==> config.mk <==
export PLATFORM = sky130hd
export DESIGN_NAME = kbd_event_ctrl_flat
export DESIGN_NICKNAME = d
export VERILOG_FILES = /design/src/rtl/kbd_event_ctrl_if.sv /design/src/rtl/kbd_event_ctrl.sv /design/src/flat_wrapper.sv
export SDC_FILE = /design/constraint.sdc
export NUM_CORES = 1
export LEC_CHECK = 0
export ABC_AREA = 0
export CAP_MARGIN = 0
export CORE_ASPECT_RATIO = 1.5
export CORE_MARGIN = 1
export CORE_UTILIZATION = 25
export CTS_BUF_LIST = sky130_fd_sc_hd__clkbuf_4 sky130_fd_sc_hd__clkbuf_8 sky130_fd_sc_hd__clkbuf_16
export DETAILED_ROUTE_END_ITERATION = 7
export PLACE_DENSITY = 0.43
export SKIP_CTS_REPAIR_TIMING = 1
export SYNTH_ARGS = -nofsm -noshare
export SYNTH_HDL_FRONTEND = slang
export SYNTH_SLANG_ARGS = --single-unit
==> constraint.sdc <==
create_clock -name clk -period 2.3 [get_ports clk]
set_input_delay 0.46 -clock clk [delete_from_list [all_inputs] [get_ports clk]]
set_output_delay 0.46 -clock clk [all_outputs]
set_load 0.005 [all_outputs]
==> src/rtl/kbd_event_ctrl_if.sv <==
// Decoded key-event channel between kbd_event_ctrl (master) and its consumer (slave).
// The event fields are held stable while evt_valid waits for evt_ready.
interface kbd_event_ctrl_if;
  logic       evt_valid;
  logic       evt_ready;
  logic [7:0] evt_code;
  logic       evt_ext;
  logic       evt_break;

  modport master (
    output evt_valid,
    output evt_code,
    output evt_ext,
    output evt_break,
    input  evt_ready
  );

  modport slave (
    input  evt_valid,
    input  evt_code,
    input  evt_ext,
    input  evt_break,
    output evt_ready
  );
endinterface

==> src/rtl/kbd_event_ctrl.sv <==
// PS/2 scan-code byte stream to key-event decoder: strips E0/F0 prefixes,
// suppresses typematic repeats of the held key, and counts accepted presses.
module kbd_event_ctrl (
  input  logic             clk,
  input  logic             rst,
  input  logic             kbd_ready,
  input  logic [7:0]       kbd_data,
  input  logic             kbd_overflow,
  output logic             kbd_nextdata_n,
  kbd_event_ctrl_if.master evt,
  output logic             key_down,
  output logic [7:0]       press_cnt,
  output logic             err_ovf
);

  typedef enum logic [1:0] {
    IDLE   = 2'd0,
    POP    = 2'd1,
    DECODE = 2'd2,
    EMIT   = 2'd3
  } state_t;

  state_t     state_r;
  state_t     state_nxt_s;
  logic [7:0] byte_r;
  logic [7:0] evt_code_r;
  logic [7:0] held_code_r;
  logic [7:0] press_cnt_r;
  logic       ext_r;
  logic       brk_r;
  logic       held_ext_r;
  logic       evt_valid_r;
  logic       evt_ext_r;
  logic       evt_break_r;
  logic       key_down_r;
  logic       err_ovf_r;
  logic       nextdata_n_r;
  logic       take_s;
  logic       set_ext_s;
  logic       set_brk_s;
  logic       clr_flags_s;
  logic       load_s;
  logic       done_s;
  logic       repeat_s;

  // Next-state and per-cycle action strobes.
  always_comb begin
    state_nxt_s = state_r;
    take_s      = 1'b0;
    set_ext_s   = 1'b0;
    set_brk_s   = 1'b0;
    clr_flags_s = 1'b0;
    load_s      = 1'b0;
    done_s      = 1'b0;
    // A repeated make code of the key already held is typematic and dropped.
    repeat_s    = !brk_r && key_down_r && (byte_r == held_code_r) && (ext_r == held_ext_r);
    case (state_r)
      IDLE: begin
        if (kbd_ready) begin
          take_s      = 1'b1;
          state_nxt_s = POP;
        end else begin
          state_nxt_s = IDLE;
        end
      end
      POP: begin
        state_nxt_s = DECODE;
      end
      DECODE: begin
        if (byte_r == 8'hE0) begin
          set_ext_s   = 1'b1;
          state_nxt_s = IDLE;
        end else if (byte_r == 8'hF0) begin
          set_brk_s   = 1'b1;
          state_nxt_s = IDLE;
        end else if (repeat_s) begin
          clr_flags_s = 1'b1;
          state_nxt_s = IDLE;
        end else begin
          load_s      = 1'b1;
          state_nxt_s = EMIT;
        end
      end
      EMIT: begin
        if (evt_valid_r && evt.evt_ready) begin
          done_s      = 1'b1;
          clr_flags_s = 1'b1;
          state_nxt_s = IDLE;
        end else begin
          state_nxt_s = EMIT;
        end
      end
      default: begin
        state_nxt_s = IDLE;
      end
    endcase
  end

  // State register.
  always_ff @(posedge clk) begin
    if (rst) begin
      state_r <= IDLE;
    end else begin
      state_r <= state_nxt_s;
    end
  end

  // Datapath, event outputs and held-key bookkeeping.
  always_ff @(posedge clk) begin
    if (rst) begin
      nextdata_n_r <= 1'b1;
      byte_r       <= 8'h00;
      ext_r        <= 1'b0;
      brk_r        <= 1'b0;
      evt_valid_r  <= 1'b0;
      evt_code_r   <= 8'h00;
      evt_ext_r    <= 1'b0;
      evt_break_r  <= 1'b0;
      held_code_r  <= 8'h00;
      held_ext_r   <= 1'b0;
      key_down_r   <= 1'b0;
      press_cnt_r  <= 8'h00;
      err_ovf_r    <= 1'b0;
    end else begin
      nextdata_n_r <= ~take_s;
      if (take_s) begin
        byte_r <= kbd_data;
      end
      if (clr_flags_s) begin
        ext_r <= 1'b0;
        brk_r <= 1'b0;
      end else begin
        if (set_ext_s) ext_r <= 1'b1;
        if (set_brk_s) brk_r <= 1'b1;
      end
      if (load_s) begin
        evt_valid_r <= 1'b1;
        evt_code_r  <= byte_r;
        evt_ext_r   <= ext_r;
        evt_break_r <= brk_r;
      end else if (done_s) begin
        evt_valid_r <= 1'b0;
      end
      if (done_s) begin
        if (!evt_break_r) begin
          held_code_r <= evt_code_r;
          held_ext_r  <= evt_ext_r;
          key_down_r  <= 1'b1;
          press_cnt_r <= press_cnt_r + 8'd1;
        end else if ((evt_code_r == held_code_r) && (evt_ext_r == held_ext_r)) begin
          key_down_r  <= 1'b0;
        end
      end
      if (kbd_overflow) begin
        err_ovf_r <= 1'b1;
      end
    end
  end

  assign kbd_nextdata_n = nextdata_n_r;
  assign evt.evt_valid  = evt_valid_r;
  assign evt.evt_code   = evt_code_r;
  assign evt.evt_ext    = evt_ext_r;
  assign evt.evt_break  = evt_break_r;
  assign key_down       = key_down_r;
  assign press_cnt      = press_cnt_r;
  assign err_ovf        = err_ovf_r;

endmodule

==> src/flat_wrapper.sv <==
// flat-port wrapper written by rule: the top's interface ports become plain ports
module kbd_event_ctrl_flat 
  (clk, rst, kbd_ready, kbd_data, kbd_overflow, kbd_nextdata_n, key_down, press_cnt, err_ovf, evt_evt_valid, evt_evt_code, evt_evt_ext, evt_evt_break, evt_evt_ready);
  kbd_event_ctrl_if evt_i ();
  input  logic clk;
  input  logic rst;
  input  logic kbd_ready;
  input  logic [7:0] kbd_data;
  input  logic kbd_overflow;
  output logic kbd_nextdata_n;
  output logic key_down;
  output logic [7:0] press_cnt;
  output logic err_ovf;
  output wire logic [$bits(evt_i.evt_valid)-1:0] evt_evt_valid;
  output wire logic [$bits(evt_i.evt_code)-1:0] evt_evt_code;
  output wire logic [$bits(evt_i.evt_ext)-1:0] evt_evt_ext;
  output wire logic [$bits(evt_i.evt_break)-1:0] evt_evt_break;
  input wire logic [$bits(evt_i.evt_ready)-1:0] evt_evt_ready;
  assign evt_evt_valid = evt_i.evt_valid;
  assign evt_evt_code = evt_i.evt_code;
  assign evt_evt_ext = evt_i.evt_ext;
  assign evt_evt_break = evt_i.evt_break;
  assign evt_i.evt_ready = evt_evt_ready;
  kbd_event_ctrl u_core (.clk(clk), .rst(rst), .kbd_ready(kbd_ready), .kbd_data(kbd_data), .kbd_overflow(kbd_overflow), .kbd_nextdata_n(kbd_nextdata_n), .evt(evt_i), .key_down(key_down), .press_cnt(press_cnt), .err_ovf(err_ovf));
endmodule
==> report_table.html <==
<table>
<tr><th>Metric</th><th>Value</th></tr>
<tr><th colspan="2">Power and ir drop</th></tr>
<tr><td>Switching share of power</td><td>0.246</td></tr>
<tr><td>Part of the total power dissipated in the clock network</td><td>0.380</td></tr>
<tr><td>Proportion of power drawn by combinational gates</td><td>0.112</td></tr>
<tr><td>Internal power of the cells</td><td>1.19 mW</td></tr>
<tr><td>Net switching power</td><td>0.388 mW</td></tr>
<tr><td>Proportion of power drawn by flip-flops and latches</td><td>0.508</td></tr>
<tr><td>Leakage power</td><td>0.947 nW</td></tr>
<tr><td>Power per standard cell area</td><td>641 nW/um^2</td></tr>
<tr><td>Overall power of the completed layout</td><td>1.57 mW</td></tr>
<tr><td>VDD IR max</td><td>0.398 mV</td></tr>
<tr><th colspan="2">Critical path</th></tr>
<tr><td>Maximum fanout count along the critical path</td><td>13</td></tr>
<tr><td>FF-to-FF path depth</td><td>5</td></tr>
<tr><td>Slowest library cell on the worst path</td><td>sky130_fd_sc_hd__a31oi_4</td></tr>
<tr><td>CP cell instances</td><td>xor2_1 -&gt; nor4_4 -&gt; a31oi_4 -&gt; mux2i_1 -&gt; nor2_1</td></tr>
<tr><td>Kind of launch point of the worst setup path</td><td>flop</td></tr>
<tr><td>Data required time of the worst path</td><td>2.48 ns</td></tr>
<tr><td>Worst reg2reg endpoint</td><td>u_core.evt.evt_code[6]</td></tr>
<tr><td>Endpoint type of the worst setup path</td><td>flop</td></tr>
<tr><td>Delay-heaviest family, CP</td><td>compound AO/OA/AOI/OAI gates</td></tr>
<tr><td>RR Startpoint</td><td>u_core.byte_r[1]</td></tr>
<tr><td>Buffers plus inverters on the worst setup path</td><td>0</td></tr>
<tr><td>Data arrival, critical path</td><td>2.01 ns</td></tr>
<tr><td>Category of the most critical setup path</td><td>reg -&gt; reg</td></tr>
<tr><td>CP max stage delay</td><td>0.57 ns</td></tr>
<tr><td>Reg2reg setup slack</td><td>0.47 ns</td></tr>
<tr><th colspan="2">Floorplanning</th></tr>
<tr><td># IOs</td><td>35</td></tr>
<tr><td>Count of standard-cell rows</td><td>38</td></tr>
<tr><td>Area enclosed by the die boundary</td><td>7780 sq um</td></tr>
<tr><td>Effective utilization at floorplan</td><td>0.257</td></tr>
<tr><td>Core footprint</td><td>7230 sq um</td></tr>
<tr><td>Die Width</td><td>72.3 um</td></tr>
<tr><td>Chip height</td><td>108 um</td></tr>
<tr><th colspan="2">Logic synthesis</th></tr>
<tr><td>Synth cell types</td><td>26</td></tr>
<tr><td>Sequential cell area fraction in the yosys report</td><td>0.464</td></tr>
<tr><td>Fraction of synthesis flops using an asynchronous set or reset pin</td><td>0</td></tr>
<tr><td>Dominant register cell in the synthesized netlist</td><td>sky130_fd_sc_hd__dfxtp_1</td></tr>
<tr><td>Cell area after synthesis</td><td>1860 sq um</td></tr>
<tr><td>Yosys warns</td><td>0</td></tr>
<tr><td>Mapped Nets</td><td>212</td></tr>
<tr><td>Cells after Synth</td><td>198</td></tr>
<tr><td>Total of flip-flops plus latches after synthesis</td><td>43</td></tr>
<tr><td>Count of flip-flops with a built-in enable after synthesis</td><td>0</td></tr>
<tr><td>Mean cell area of the mapped netlist</td><td>9.37 sq um</td></tr>
<tr><th colspan="2">Drt</th></tr>
<tr><td>Wirelength, routed</td><td>4560 um</td></tr>
<tr><td>Via count</td><td>1,478</td></tr>
<tr><td>Vias per std cell</td><td>4.39</td></tr>
<tr><td># DRC</td><td>1</td></tr>
<tr><td>Detail Route Antenna Nets</td><td>0</td></tr>
<tr><td>First-pass detailed-route iteration total</td><td>6</td></tr>
<tr><td>Initial drt markers</td><td>80</td></tr>
<tr><td>WL/cell</td><td>13.5 um</td></tr>
<tr><th colspan="2">Hold path</th></tr>
<tr><td>Worst Hold Depth</td><td>2</td></tr>
<tr><td>Type of the worst min-delay path</td><td>reg -&gt; reg</td></tr>
<tr><td>Hold path startpoint</td><td>u_core.err_ovf</td></tr>
<tr><td>Worst Hold Path EP</td><td>u_core.err_ovf</td></tr>
<tr><th colspan="2">Place</th></tr>
<tr><td>Port bufs</td><td>34</td></tr>
<tr><td>Weighted congestion at the end of routability-driven global placement</td><td>0.703</td></tr>
<tr><td>Placed cell areas</td><td>2340 sq um</td></tr>
<tr><td>Worst slack, placed</td><td>0.291 ns</td></tr>
<tr><td>Placed cell count</td><td>329</td></tr>
<tr><td>Total half-perimeter wirelength after legalization and detailed placement</td><td>3150 um</td></tr>
<tr><th colspan="2">Global routing</th></tr>
<tr><td>Pin count of the biggest net entering global routing</td><td>43</td></tr>
<tr><td>Routing layer with the top usage in global route</td><td>met2</td></tr>
<tr><td>Antenna violations before repair</td><td>0</td></tr>
<tr><td>Number of global-route vias before repair</td><td>1,385</td></tr>
<tr><td>Met3 usage</td><td>0.0253</td></tr>
<tr><td>Leftover overflow at the end of global routing</td><td>0</td></tr>
<tr><td>Met2 capacity usage during global routing</td><td>0.216</td></tr>
<tr><td>Global routing met1 resource utilization</td><td>0.152</td></tr>
<tr><td>Total global routing track utilization</td><td>0.127</td></tr>
<tr><td>First-pass GRT wire length</td><td>7270 um</td></tr>
<tr><th colspan="2">Clock network</th></tr>
<tr><td>Cell at the root of the clock tree</td><td>sky130_fd_sc_hd__clkbuf_8</td></tr>
<tr><td>Clock buffer count from CTS</td><td>5</td></tr>
<tr><td>Deepest clock path buffer count</td><td>2</td></tr>
<tr><td>TritonCTS clock tree</td><td>done</td></tr>
<tr><td>Number of sinks handled by clock tree synthesis</td><td>43</td></tr>
<tr><td>Clock transition time at the flip-flop clock pins of the worst setup and hold paths</td><td>0.10 ns</td></tr>
<tr><td>Htree depth</td><td>2</td></tr>
<tr><td>Clk Latency, worst-skew pair</td><td>0.31 ns</td></tr>
<tr><th colspan="2">Final layout</th></tr>
<tr><td>NumNets Final</td><td>250</td></tr>
<tr><td>Fillers</td><td>796</td></tr>
<tr><td>Area taken by multi-input logic gates</td><td>948 sq um</td></tr>
<tr><td>Share of cells above drive strength 1</td><td>0.0928</td></tr>
<tr><td>Layout Cells excl Fill</td><td>337</td></tr>
<tr><td>Area growth from synthesis to layout</td><td>32.4%</td></tr>
<tr><td>Finished layout cell area</td><td>2460 sq um</td></tr>
<tr><td>Final antenna diode count</td><td>0</td></tr>
<tr><td>Post-Route Utilization</td><td>0.340</td></tr>
<tr><td>Sequential Area</td><td>861 sq um</td></tr>
<tr><th colspan="2">STA</th></tr>
<tr><td>Achievable frequency</td><td>547 MHz</td></tr>
<tr><td>Layout Skew</td><td>0.0197 ns</td></tr>
<tr><td>Max-slew headroom at the worst pin</td><td>0.572</td></tr>
<tr><td>Final setup viols</td><td>0</td></tr>
<tr><td>Crit share post-route</td><td>0.794</td></tr>
<tr><td>Slew at the pin closest to its max-slew limit</td><td>0.641 ns</td></tr>
<tr><td>Final Critical Period</td><td>1.83 ns</td></tr>
<tr><td>Final hold slack</td><td>0.478 ns</td></tr>
<tr><td>Worst-case setup margin in the final layout</td><td>0.473 ns</td></tr>
<tr><td>RSZ-0062 raised after global routing</td><td>false</td></tr>
<tr><td>Sum of negative setup slack</td><td>0 ns</td></tr>
<tr><td>Hold violation total from the final report</td><td>0</td></tr>
<tr><td>Number of pins with negative max-slew slack in the final report</td><td>0</td></tr>
<tr><th colspan="2">Job</th></tr>
<tr><td>Max-Cap Viols</td><td>0</td></tr>
<tr><th colspan="2">Run status</th></tr>
<tr><td>Violations in the final reports</td><td>design-rule violations</td></tr>
<tr><td>Outcome</td><td>finished with violations</td></tr>
</table>
[registers in the layout, summed over array words and instances (netlist names)]
signal	count
u_core.held_code_r	8
u_core.evt.evt_break	1
u_core.kbd_nextdata_n	1
u_core.evt.evt_ext	1
u_core.press_cnt	8
u_core.ext_r	1
u_core.state_r	2
u_core.key_down	1
u_core.held_ext_r	1
u_core.evt.evt_code	8
u_core.err_ovf	1
u_core.evt.evt_valid	1
u_core.brk_r	1
u_core.byte_r	8
[per-layer routing]
metal  share of wire  vias to the layer above
met5               0                        -
li1                -                      752
met4           0.021                        0
met1            0.43                      692
met3           0.024                        5
met2            0.52                       29
[cells by family after synthesis]
group,share of synthesized area
flip-flops,0.464
AO/OA/AOI/OAI,0.0944
adder cells (fa/ha/maj),0.00674
AND/OR/NAND/NOR,0.198
XOR/XNOR,0.118
buffers and inverters,0.0276
multiplexers,0.0917
[placed cells by master, fill, tap and decap left out, types with 2 or more instances in the layout]
cell,count
sky130_fd_sc_hd__dfxtp_1,43
sky130_fd_sc_hd__nor2_1,36
sky130_fd_sc_hd__clkdlybuf4s50_1,34
sky130_fd_sc_hd__xor2_1,22
sky130_fd_sc_hd__mux2i_1,17
sky130_fd_sc_hd__a21oi_1,16
sky130_fd_sc_hd__nand2_1,12
sky130_fd_sc_hd__o21ai_0,10
sky130_fd_sc_hd__nand4_1,7
sky130_fd_sc_hd__buf_4,6
sky130_fd_sc_hd__clkbuf_8,5
sky130_fd_sc_hd__nand2b_1,4
sky130_fd_sc_hd__xnor2_1,3
sky130_fd_sc_hd__nor4_4,2
sky130_fd_sc_hd__and3_1,2
sky130_fd_sc_hd__nand3_1,2
sky130_fd_sc_hd__nor4_1,2
[how the worst max path moves through the flow]
stage	start	to	slack [ns]	cells after the start
floorplan	u_core.held_code_r[3]	u_core.state_r[0]	0.80	6
global placement	evt_evt_ready	u_core.press_cnt[3]	0.30	7
detailed placement	evt_evt_ready	u_core.press_cnt[3]	0.29	7
CTS	u_core.byte_r[1]	u_core.evt.evt_code[6]	0.44	5
global route	u_core.byte_r[7]	u_core.evt.evt_ext	0.31	5
finish	u_core.byte_r[1]	u_core.evt.evt_code[6]	0.47	5
[worst reg2reg max path: stages, from the launching register on]
cell	delay [ns]
sky130_fd_sc_hd__dfxtp_1	0.47
sky130_fd_sc_hd__xor2_1	0.27
sky130_fd_sc_hd__nor4_4	0.10
sky130_fd_sc_hd__a31oi_4	0.57
sky130_fd_sc_hd__mux2i_1	0.25
sky130_fd_sc_hd__nor2_1	0.05
[power by group through the flow]
stage	clock, mW	sequential, mW	combinational (mW)
5_1_grt	0.664	0.805	0.192
3_3_place_gp	0	0.817	0.179
6_report	0.598	0.799	0.177
2_1_floorplan	0	0.808	0.113
3_5_place_dp	0	0.818	0.179
4_1_cts	0.621	0.800	0.180
[cell usage after synthesis, drive strengths merged, types with 2 or more instances]
cell    number  area [sq um]
nand2       12          45.0
buf          3          21.3
xnor2        3          26.3
mux2i       17           170
and3         2          12.5
nand2b       4          25.0
dfxtp       43           861
nand3        2          10.0
clkbuf       7          26.3
a21oi       16          80.1
nor4         4          55.1
nand4        7          43.8
nor2        37           141
xor2        22           193
o21ai       10          50.1
nor3b        2          15.0
[final cells by class]
type | count | share of cell area
clock buffer | 5 | 0.0280
clock inverter | 3 | 0.0178
inverter | 1 | 0.00153
multi-input combinational | 144 | 0.386
sequential | 43 | 0.350
tap | 100 | 0.0509
timing repair buffer | 41 | 0.165
(Power assumes the default switching activity.)
